[src/rtl/core_mem_pkg.sv]
// Shared types and constants for the core memory-port arbiter and its
// winner-select helper.
package core_mem_pkg;

  typedef enum logic [1:0] {
    IDLE  = 2'd0,
    OWN_I = 2'd1,
    OWN_D = 2'd2
  } arb_state_t;

  typedef enum logic [1:0] {
    PICK_NONE = 2'd0,
    PICK_IMEM = 2'd1,
    PICK_DMEM = 2'd2
  } pick_t;

  localparam logic [1:0] ARB_OWNER_NONE = 2'b00;
  localparam logic [1:0] ARB_OWNER_IMEM = 2'b01;
  localparam logic [1:0] ARB_OWNER_DMEM = 2'b10;

  localparam int MEM_ADDR_W_DEF = 64;
  localparam int MEM_DATA_W_DEF = 64;
  localparam int MEM_STRB_W_DEF = MEM_DATA_W_DEF / 8;

  localparam int STARVE_CNT_W   = 4;
  localparam int STARVE_MAX_DEF = 4;

  // Externally visible owner code for a registered arbiter state.
  function automatic logic [1:0] owner_code(input arb_state_t s);
    logic [1:0] code;
    case (s)
      OWN_I:   code = ARB_OWNER_IMEM;
      OWN_D:   code = ARB_OWNER_DMEM;
      default: code = ARB_OWNER_NONE;
    endcase
    return code;
  endfunction

endpackage

[src/rtl/core_mem_arb_pick.sv]
// Combinational winner select: data side has priority unless the instruction
// side has been passed over STARVE_MAX times in a row.
module core_mem_arb_pick
  import core_mem_pkg::*;
#(
  parameter int STARVE_MAX = STARVE_MAX_DEF
) (
  input  logic                    imem_req,
  input  logic                    dmem_req,
  input  logic [STARVE_CNT_W-1:0] starve_cnt,
  output pick_t                   winner
);

  logic force_imem;

  always_comb begin
    force_imem = imem_req && (starve_cnt == STARVE_CNT_W'(STARVE_MAX));
    winner     = PICK_NONE;
    if (dmem_req && !force_imem) begin
      winner = PICK_DMEM;
    end else if (imem_req) begin
      winner = PICK_IMEM;
    end
  end

endmodule

[src/rtl/core_mem_arbiter.sv]
// Shares one memory port between instruction fetch and load/store. Ownership
// is locked for a whole transaction; arbitration happens only in IDLE.
module core_mem_arbiter
  import core_mem_pkg::*;
#(
  parameter int MEM_ADDR_W = MEM_ADDR_W_DEF,
  parameter int MEM_STRB_W = MEM_STRB_W_DEF,
  parameter int MEM_DATA_W = MEM_DATA_W_DEF,
  parameter int STARVE_MAX = STARVE_MAX_DEF
) (
  input  logic                  clock,
  input  logic                  reset,

  input  logic                  imem_req,
  input  logic [MEM_ADDR_W-1:0] imem_addr,
  input  logic                  imem_wen,
  input  logic [MEM_STRB_W-1:0] imem_strb,
  input  logic [MEM_DATA_W-1:0] imem_wdata,
  output logic                  imem_gnt,
  output logic                  imem_err,
  output logic [MEM_DATA_W-1:0] imem_rdata,

  input  logic                  dmem_req,
  input  logic [MEM_ADDR_W-1:0] dmem_addr,
  input  logic                  dmem_wen,
  input  logic [MEM_STRB_W-1:0] dmem_strb,
  input  logic [MEM_DATA_W-1:0] dmem_wdata,
  output logic                  dmem_gnt,
  output logic                  dmem_err,
  output logic [MEM_DATA_W-1:0] dmem_rdata,

  output logic                  mem_req,
  output logic [MEM_ADDR_W-1:0] mem_addr,
  output logic                  mem_wen,
  output logic [MEM_STRB_W-1:0] mem_strb,
  output logic [MEM_DATA_W-1:0] mem_wdata,
  input  logic                  mem_gnt,
  input  logic                  mem_err,
  input  logic [MEM_DATA_W-1:0] mem_rdata,

  output logic [1:0]            arb_owner
);

  arb_state_t              state, state_next;
  logic [STARVE_CNT_W-1:0] starve_cnt, starve_cnt_next;
  pick_t                   winner;
  pick_t                   sel;

  core_mem_arb_pick #(
    .STARVE_MAX (STARVE_MAX)
  ) u_pick (
    .imem_req   (imem_req),
    .dmem_req   (dmem_req),
    .starve_cnt (starve_cnt),
    .winner     (winner)
  );

  always_ff @(posedge clock) begin
    if (reset) begin
      state      <= IDLE;
      starve_cnt <= '0;
    end else begin
      state      <= state_next;
      starve_cnt <= starve_cnt_next;
    end
  end

  // A zero-wait grant in IDLE completes the transaction without taking ownership.
  always_comb begin
    state_next      = state;
    starve_cnt_next = starve_cnt;
    case (state)
      IDLE: begin
        if (winner == PICK_IMEM) begin
          starve_cnt_next = '0;
        end else if (winner == PICK_DMEM && imem_req &&
                     starve_cnt < STARVE_CNT_W'(STARVE_MAX)) begin
          starve_cnt_next = starve_cnt + STARVE_CNT_W'(1);
        end
        if (!mem_gnt) begin
          case (winner)
            PICK_IMEM: state_next = OWN_I;
            PICK_DMEM: state_next = OWN_D;
            default:   state_next = IDLE;
          endcase
        end
      end
      OWN_I, OWN_D: begin
        if (mem_gnt) begin
          state_next = IDLE;
        end
      end
      default: state_next = IDLE;
    endcase
  end

  always_comb begin
    case (state)
      IDLE:    sel = winner;
      OWN_I:   sel = PICK_IMEM;
      OWN_D:   sel = PICK_DMEM;
      default: sel = PICK_NONE;
    endcase

    mem_req   = 1'b0;
    mem_addr  = '0;
    mem_wen   = 1'b0;
    mem_strb  = '0;
    mem_wdata = '0;
    case (sel)
      PICK_IMEM: begin
        mem_req   = imem_req;
        mem_addr  = imem_addr;
        mem_wen   = imem_wen;
        mem_strb  = imem_strb;
        mem_wdata = imem_wdata;
      end
      PICK_DMEM: begin
        mem_req   = dmem_req;
        mem_addr  = dmem_addr;
        mem_wen   = dmem_wen;
        mem_strb  = dmem_strb;
        mem_wdata = dmem_wdata;
      end
      default: begin
        mem_req = 1'b0;
      end
    endcase

    // Nothing is forwarded or completed while reset is held; the memory side resets too.
    if (reset) begin
      mem_req = 1'b0;
    end

    imem_gnt   = mem_gnt && !reset && (sel == PICK_IMEM);
    dmem_gnt   = mem_gnt && !reset && (sel == PICK_DMEM);
    imem_err   = imem_gnt && mem_err;
    dmem_err   = dmem_gnt && mem_err;
    imem_rdata = imem_gnt ? mem_rdata : '0;
    dmem_rdata = dmem_gnt ? mem_rdata : '0;

    arb_owner  = owner_code(state);
  end

endmodule

[config.mk]
export PLATFORM = sky130hd
export DESIGN_NAME = core_mem_arbiter
export DESIGN_NICKNAME = d
export VERILOG_FILES = /design/src/rtl/core_mem_pkg.sv /design/src/rtl/core_mem_arb_pick.sv /design/src/rtl/core_mem_arbiter.sv
export SDC_FILE = /design/constraint.sdc
export NUM_CORES = 1
export LEC_CHECK = 0
export BUFFER_PORTS_ARGS = -buffer_cell sky130_fd_sc_hd__buf_4
export CAP_MARGIN = 20
export CORE_AREA = 2 2 239 241
export CTS_CLUSTER_DIAMETER = 200
export DETAILED_ROUTE_END_ITERATION = 16
export DIE_AREA = 0 0 241 243
export PLACE_DENSITY = 0.35
export SLEW_MARGIN = 20
export SYNTH_ARGS = -nofsm -noshare
export SYNTH_HDL_FRONTEND = slang
export SYNTH_SLANG_ARGS = --single-unit
[constraint.sdc]
create_clock -name clock -period 3.8 [get_ports clock]
set_input_delay 0.76 -clock clock [delete_from_list [all_inputs] [get_ports clock]]
set_output_delay 0.76 -clock clock [all_outputs]
set_load 0.02 [all_outputs]
Word level (Yosys, flattened, before mapping)
Cells that the tools add are included.
{"block": "classes", "n_addsub": 1, "eq_ne": 9, "magnitude_cmp": 1, "n_reduce_logical": 16, "muxes": 18}
{"operator": "64-bit one-hot mux with 2 select lines", "count": 2}
{"operator": "64-bit 2-to-1 mux", "count": 2}
{"operator": "8-bit one-hot mux with 2 select lines", "count": 1}
{"operator": "2-bit one-hot mux with 2 select lines", "count": 3}
{"operator": "1-bit logical AND", "count": 9}
{"operator": "4-bit 2-to-1 mux", "count": 2}
{"operator": "2-bit by 1-bit == test with 1-bit output (second input constant)", "count": 3}
{"operator": "2-bit == test (second input constant)", "count": 3}
{"operator": "2-bit 2-to-1 mux", "count": 3}
{"operator": "2-bit one-hot mux with 3 select lines", "count": 1}
{"operator": "4-bit by 1-bit adder with 4-bit output (second input constant)", "count": 1}
{"operator": "4-bit by 3-bit == test with 1-bit output (second input constant)", "count": 1}
{"operator": "4-bit by 3-bit less-than comparator with 1-bit output (second input constant)", "count": 1}
{"operator": "2-bit != test (second input constant)", "count": 2}
{"operator": "1-bit one-hot mux with 2 select lines", "count": 2}
{"operator": "2-bit AND reduction", "count": 2}
{"operator": "1-bit logical NOT", "count": 2}
{"operator": "2-bit logical NOT", "count": 1}
{"operator": "1-bit 2-to-1 mux", "count": 2}
{"operator": "2-bit nonzero test", "count": 1}
{"operator": "2-bit OR reduction", "count": 1}
{"block": "word_totals", "ff_bits": 6, "wordCells": 47, "inputBits": 344, "out_inout_bits": 272}

Longest topological paths before layout
{"block": "logic_depth", "word_depth": 10, "depth_mapped": 10, "mapped_depth_nobuf": 8}

By module
Synthesis repeated with hierarchy kept, for this count alone.
{"block": "unflattened", "hier_cells": 511, "area_unflattened_um2": 3175.5}
{"mod": "core_mem_arbiter", "seq_area_each_um2": 120.1, "cells_per_inst": 507, "instances": 1, "area_per_inst_um2": 3135.5}
{"mod": "core_mem_arb_pick", "seq_area_each_um2": 0.0, "cells_per_inst": 4, "instances": 1, "area_per_inst_um2": 40.0}

Least setup slack after synthesis
Ideal clock, no wire load.
{"block": "synth_timing", "path_type": "input -> output", "from": "input port imem_req", "to": "output port mem_addr[18]", "path_slack_ns": 0.719, "arrival_ns": 2.321, "stages": 7, "required_ns": 3.040, "path_buffers": 2, "path_cell_list": "and2_1 > o21a_1 > mux2_2 > ha_1 > clkbuf_1 > clkbuf_1 > nor2_1"}
{"block": "synth_via", "elab_chain_cells": 7, "word_cells_on_any_way": 9, "classes_between": "2 x eq/ne; 4 x mux; 3 x reduce/logical"}
{"element": "start, declared", "line": "core_mem_arbiter.sv:14", "rtl": "input logic imem_req,"}
{"element": "1-bit logical AND", "line": "core_mem_arb_pick.sv:17", "rtl": "force_imem = imem_req && (starve_cnt == STARVE_CNT_W'(STARVE_MAX));"}
{"element": "1-bit logical NOT", "line": "core_mem_arb_pick.sv:19", "rtl": "if (dmem_req && !force_imem) begin"}
{"element": "1-bit logical AND", "line": "core_mem_arb_pick.sv:19"}
{"element": "2-bit 2-to-1 mux *", "line": "core_mem_arb_pick.sv:19"}
{"element": "2-bit one-hot mux with 3 select lines *", "line": "core_mem_arbiter.sv:98", "rtl": "case (state)"}
{"element": "2-bit == test or 2-bit by 1-bit == test with 1-bit output (tied branches)", "line": "core_mem_arbiter.sv:110", "rtl": "case (sel)"}
{"element": "64-bit one-hot mux with 2 select lines *", "line": "core_mem_arbiter.sv:110"}
{"element": "end, declared", "line": "core_mem_arbiter.sv:33", "rtl": "output logic [MEM_ADDR_W-1:0] mem_addr,"}
Mark *: on every way between the ends. The rest lies on a longest branch, timed or not.

Worst setup path after layout
{"block": "layout_timing", "from": "register state[1]", "to": "output port imem_rdata[62]"}
{"block": "layout_via", "elab_chain_cells": 5, "word_cells_on_any_way": 7, "classes_between": "3 x eq/ne; 2 x mux; 2 x reduce/logical"}
{"element": "start, declared", "line": "core_mem_arbiter.sv:44", "rtl": "arb_state_t state, state_next;"}
{"element": "start signal, assigned", "line": "core_mem_arbiter.sv:63", "rtl": "state <= state_next;"}
{"element": "2-bit == test (tied with other cells)", "line": "core_mem_arbiter.sv:98"}
{"element": "2-bit one-hot mux with 3 select lines *", "line": "core_mem_arbiter.sv:98"}
{"element": "2-bit by 1-bit == test with 1-bit output *", "line": "core_mem_arbiter.sv:135", "rtl": "imem_gnt = mem_gnt && !reset && (sel == PICK_IMEM);"}
{"element": "1-bit logical AND *", "line": "core_mem_arbiter.sv:135"}
{"element": "64-bit 2-to-1 mux *", "line": "core_mem_arbiter.sv:139", "rtl": "imem_rdata = imem_gnt ? mem_rdata : '0;"}
{"element": "end, declared", "line": "core_mem_arbiter.sv:21", "rtl": "output logic [MEM_DATA_W-1:0] imem_rdata,"}
Marked as above.

==> out/metrics.sh <==
INTERNAL_PORTION_OF_TOTAL_POWER_uW=929
SETUP.WORST_PATH.CLASS='flop to output port'
ROUTE.ANTENNA.REMAINING_NETS=0
SYNTH_AREA_SQ_MM=0.00317
FINAL_NON_FILLER_CELL_AREA_SQ_MM=0.00868
NUMPORTBUFFERS=615
ACHIEVABLE-FREQUENCY_MHz=282
COMBINATIONALPOWERSHARE_PCT=87.0
SHARE_SEQ_OF_TOTAL_POWER_PCT=3.7
DRIVE_ABOVE_1_SHARE_PCT=58.9
POST_DRT_VIA_CELL_RATIO=3.31
YOSYS.CELL_TYPES.COUNT=29
CTS_BUFFERS=3
CLOCK_LATENCY_PS=230
CRITPATHARRIVALTIME_PS=2780
AVGROUTEDWIREPERCELL_UM=14.6
SYNTH_TOP_FAMILY_BY_AREA='simple AND/OR/NAND/NOR gates'
DRT_WL_TOTAL_MM=26.9
END_KIND='output port'
WORSTPATHMAXFANOUT=66
WORST_PIN_SLEW_PS=628
POSTSYNTHAREAPERCELL_SQ_UM=6.16
CLOCK_POWER_SHARE_PCT=9.4
REQUIRED_PS=3040
POST-ROUTE-DRC-COUNT=0
ROOT_BUFFER_MASTER='sky130_fd_sc_hd__clkbuf_16'
INITIAL_ANTENNA_VIOLATION_COUNT=5
START_UTIL_PCT=5.66
DRT_ITER0_DRC=195
FINALHOLDWORSTSLACK_PS=486
START_KIND='flop'
STD_CELL_ROWS=87
POWER.TOTAL_mW=1.86
GRT_MAX_DEGREE=72
SYNTH_SEQUENTIAL_AREA_RATIO_PCT=3.79
RSZ0062_AT_GRT='false'
CLOCK_SINKS=6
POST_SYNTH_FA_HA_MAJ_AREA_FRACTION_PCT=2.76
FINAL_HOLD_VIOL_COUNT=0
FLOORPLAN.DIE.WIDTH_UM=241
RUN_STATUS='completed'
TIMING.SLEW.HEADROOM_PCT=58.1
DP.FINAL_HPWL_MM=22.9
YOSYSWARNINGCOUNT=0
TIMING.SETUP.TNS_PS=0
CTS-ROOT-TO-SINK-BUFFERS=2
SYNTH.MUX.AREA_FRACTION_PCT=1.70
NNETSFINAL=1438
FINALCLOCKSKEW_PS=3.34
GRT_PASS1_VIAS=5935
FLOORPLAN.CORE_AREA_SQ_MM=0.0560
POSTCTSHOLDBUFS=0
MAX_CAP_VIOL_COUNT=0
LAYOUT_COMMON_CELLS='sky130_fd_sc_hd__buf_4 (621), sky130_fd_sc_hd__nor2_1 (139), sky130_fd_sc_hd__a22oi_1 (138)'
VIAS=6102
TRITONCTS='yes'
FINALWEIGHTEDCONGESTION=0.766
DIE_AREA_SQ_MM=0.0586
LEVEL_COUNT_OF_THE_CLOCK_H_TREE=1
CELLPOWERDENSITY_mW_PER_MM2=215
SIMPLE_GATE_FRACTION_OF_SYNTH_AREA_PCT=45.6
HOLD_CRIT_PATH_TYPE='flop to flop'
LAYOUT_WORST_PATH_CYCLE_SHARE_PCT=93.3
DETAIL_ROUTE.FIRST_PASS.ITERATIONS=6
GRT_FIRST_PASS_WIRELENGTH_MM=36.4
WORST_IR_DROP_VDD_uV=121
SYNTH_NETS=865
SYNTH.FF_LATCH_COUNT=6
SETUP_VIOL=0
DIE_HEIGHT_UM=243
AREA.GROWTH.SYNTH_TO_FINAL_PCT=174
SYNTH-COMPOUND-AREA-SHARE_PCT=34.4
POWER_SWITCHING_SHARE_PCT=50.2
POST_SYNTHESIS_INSTANCE_TOTAL=514
WORST_SETUP_HOLD_PATH_CLK_SLEW_PS=40
IOPINCOUNT=616
GRT_UTIL_ALL_LAYERS_PCT=8.18
PLACED_CELL_AREA_SQ_MM=0.00859
SWITCHING_POWER_uW=935
FINAL_UTIL_PCT=15.5
YOSYS.AREA_SHARE.XOR_XNOR_PCT=0
GLOBALROUTEOVERFLOWTOTAL=0
MOSTFREQUENTLAYOUTCELL='sky130_fd_sc_hd__buf_4'
REPORT.FINAL.SLEW_VIOL_COUNT=0
FINAL.MIN_CLOCK_PERIOD_PS=3540
POWER_LEAKAGE_nW=4.31
## logic make-up after synthesis
family	after synthesis
adders and majority gates	7
muxes	5
AOI/OAI and AO/OA	145
DFF	6
and+or+nand+nor	286
buffers and inverters	65
## state kept, by name, summed over array words and instances, names as in the netlist
name	cells
starve_cnt	4
state	2
## worst max-delay path, cell delays in order (launching register included)
cell and delay (ps):
sky130_fd_sc_hd__dfxtp_1 320, sky130_fd_sc_hd__inv_1 160, sky130_fd_sc_hd__ha_1 250, sky130_fd_sc_hd__and2_1 230, sky130_fd_sc_hd__o21a_1 200, sky130_fd_sc_hd__mux2_2 190, sky130_fd_sc_hd__ha_4 180, sky130_fd_sc_hd__and3b_4 600
sky130_fd_sc_hd__and2_1 240, sky130_fd_sc_hd__buf_4 140
## area by class of cell
cell class,instances,area [sq um]
Clock buffer,3,75.1
Tap cell,756,946
Antenna cell,3,7.51
Sequential cell,6,120
Timing Repair Buffer,628,4800
Fill cell,6504,47300
Inverter,5,18.8
Multi-Input combinational cell,443,2710
## power by group through the flow
stage	Clock, mW	Sequential [mW]	Combinational, mW
6_report	0.175	0.0681	1.62
5_1_grt	0.182	0.0684	1.75
4_1_cts	0.179	0.0681	1.65
3_5_place_dp	0	0.0689	1.65
3_3_place_gp	0	0.0688	1.66
2_1_floorplan	0	0.0689	0.809
## layer usage
| layer | global-route usage, % | vias up | share of wire, % |
|---|---|---|---|
| met1 | 7.82 | 2733 | 33 |
| met2 | 16.8 | 404 | 55 |
| met4 | 2.23 | 2 | 1.8 |
| met3 | 1.96 | 23 | 9.8 |
| li1 | - | 2940 | - |
| met5 | 0 | - | 0.030 |
## stage by stage
step / setup slack, ps / std cells
global route: 40.0 / 1843
finish: 255 / 1844
CTS: 37.3 / 1841
detailed placement: 169 / 1838
floorplan: 719 / 514
global placement: 280 / 1838
## worst paths after layout
path,from,endpoint,slack (ps),cells past startpoint
hold reg to reg,state[1],state[1],490,2
hold / removal,state[1],state[1],490,2
setup reg to reg,state[1],starve_cnt[0],2380,5
setup / recovery,state[1],imem_rdata[62],260,9
## cell usage after synthesis
| cell | instances | area share (%) |
|---|---|---|
| sky130_fd_sc_hd__a21bo_2 | 1 | 0.32 |
| sky130_fd_sc_hd__a21oi_1 | 1 | 0.16 |
| sky130_fd_sc_hd__a22oi_1 | 138 | 33 |
| sky130_fd_sc_hd__a31oi_1 | 2 | 0.39 |
| sky130_fd_sc_hd__a32o_1 | 1 | 0.32 |
| sky130_fd_sc_hd__and2_1 | 131 | 26 |
| sky130_fd_sc_hd__and3b_1 | 3 | 0.83 |
| sky130_fd_sc_hd__buf_1 | 2 | 0.24 |
| sky130_fd_sc_hd__buf_2 | 37 | 5.8 |
| sky130_fd_sc_hd__buf_4 | 1 | 0.24 |
| sky130_fd_sc_hd__buf_6 | 10 | 3.6 |
| sky130_fd_sc_hd__clkbuf_1 | 8 | 0.95 |
| sky130_fd_sc_hd__clkbuf_2 | 2 | 0.32 |
| sky130_fd_sc_hd__dfxtp_1 | 6 | 3.8 |
| sky130_fd_sc_hd__ha_1 | 7 | 2.8 |
| sky130_fd_sc_hd__inv_1 | 5 | 0.59 |
| sky130_fd_sc_hd__mux2_2 | 3 | 1.1 |
| sky130_fd_sc_hd__mux2i_1 | 2 | 0.63 |
| sky130_fd_sc_hd__nand2_1 | 3 | 0.36 |
| sky130_fd_sc_hd__nand3_1 | 2 | 0.32 |
| sky130_fd_sc_hd__nand3b_1 | 2 | 0.47 |
| sky130_fd_sc_hd__nand4_1 | 1 | 0.20 |
| sky130_fd_sc_hd__nand4b_1 | 1 | 0.28 |
| sky130_fd_sc_hd__nor2_1 | 139 | 16 |
| sky130_fd_sc_hd__nor3_1 | 2 | 0.32 |
| sky130_fd_sc_hd__nor3b_1 | 1 | 0.24 |
| sky130_fd_sc_hd__nor4b_1 | 1 | 0.28 |
| sky130_fd_sc_hd__o21a_1 | 1 | 0.24 |
| sky130_fd_sc_hd__o41ai_1 | 1 | 0.28 |
## repair_timing
item	4_1_cts	5_1_grt
endpoints found under the setup margin	0	66
setup buffers	0	0
resized for setup	0	1
Note: power is estimated with default switching activity, not from simulation.
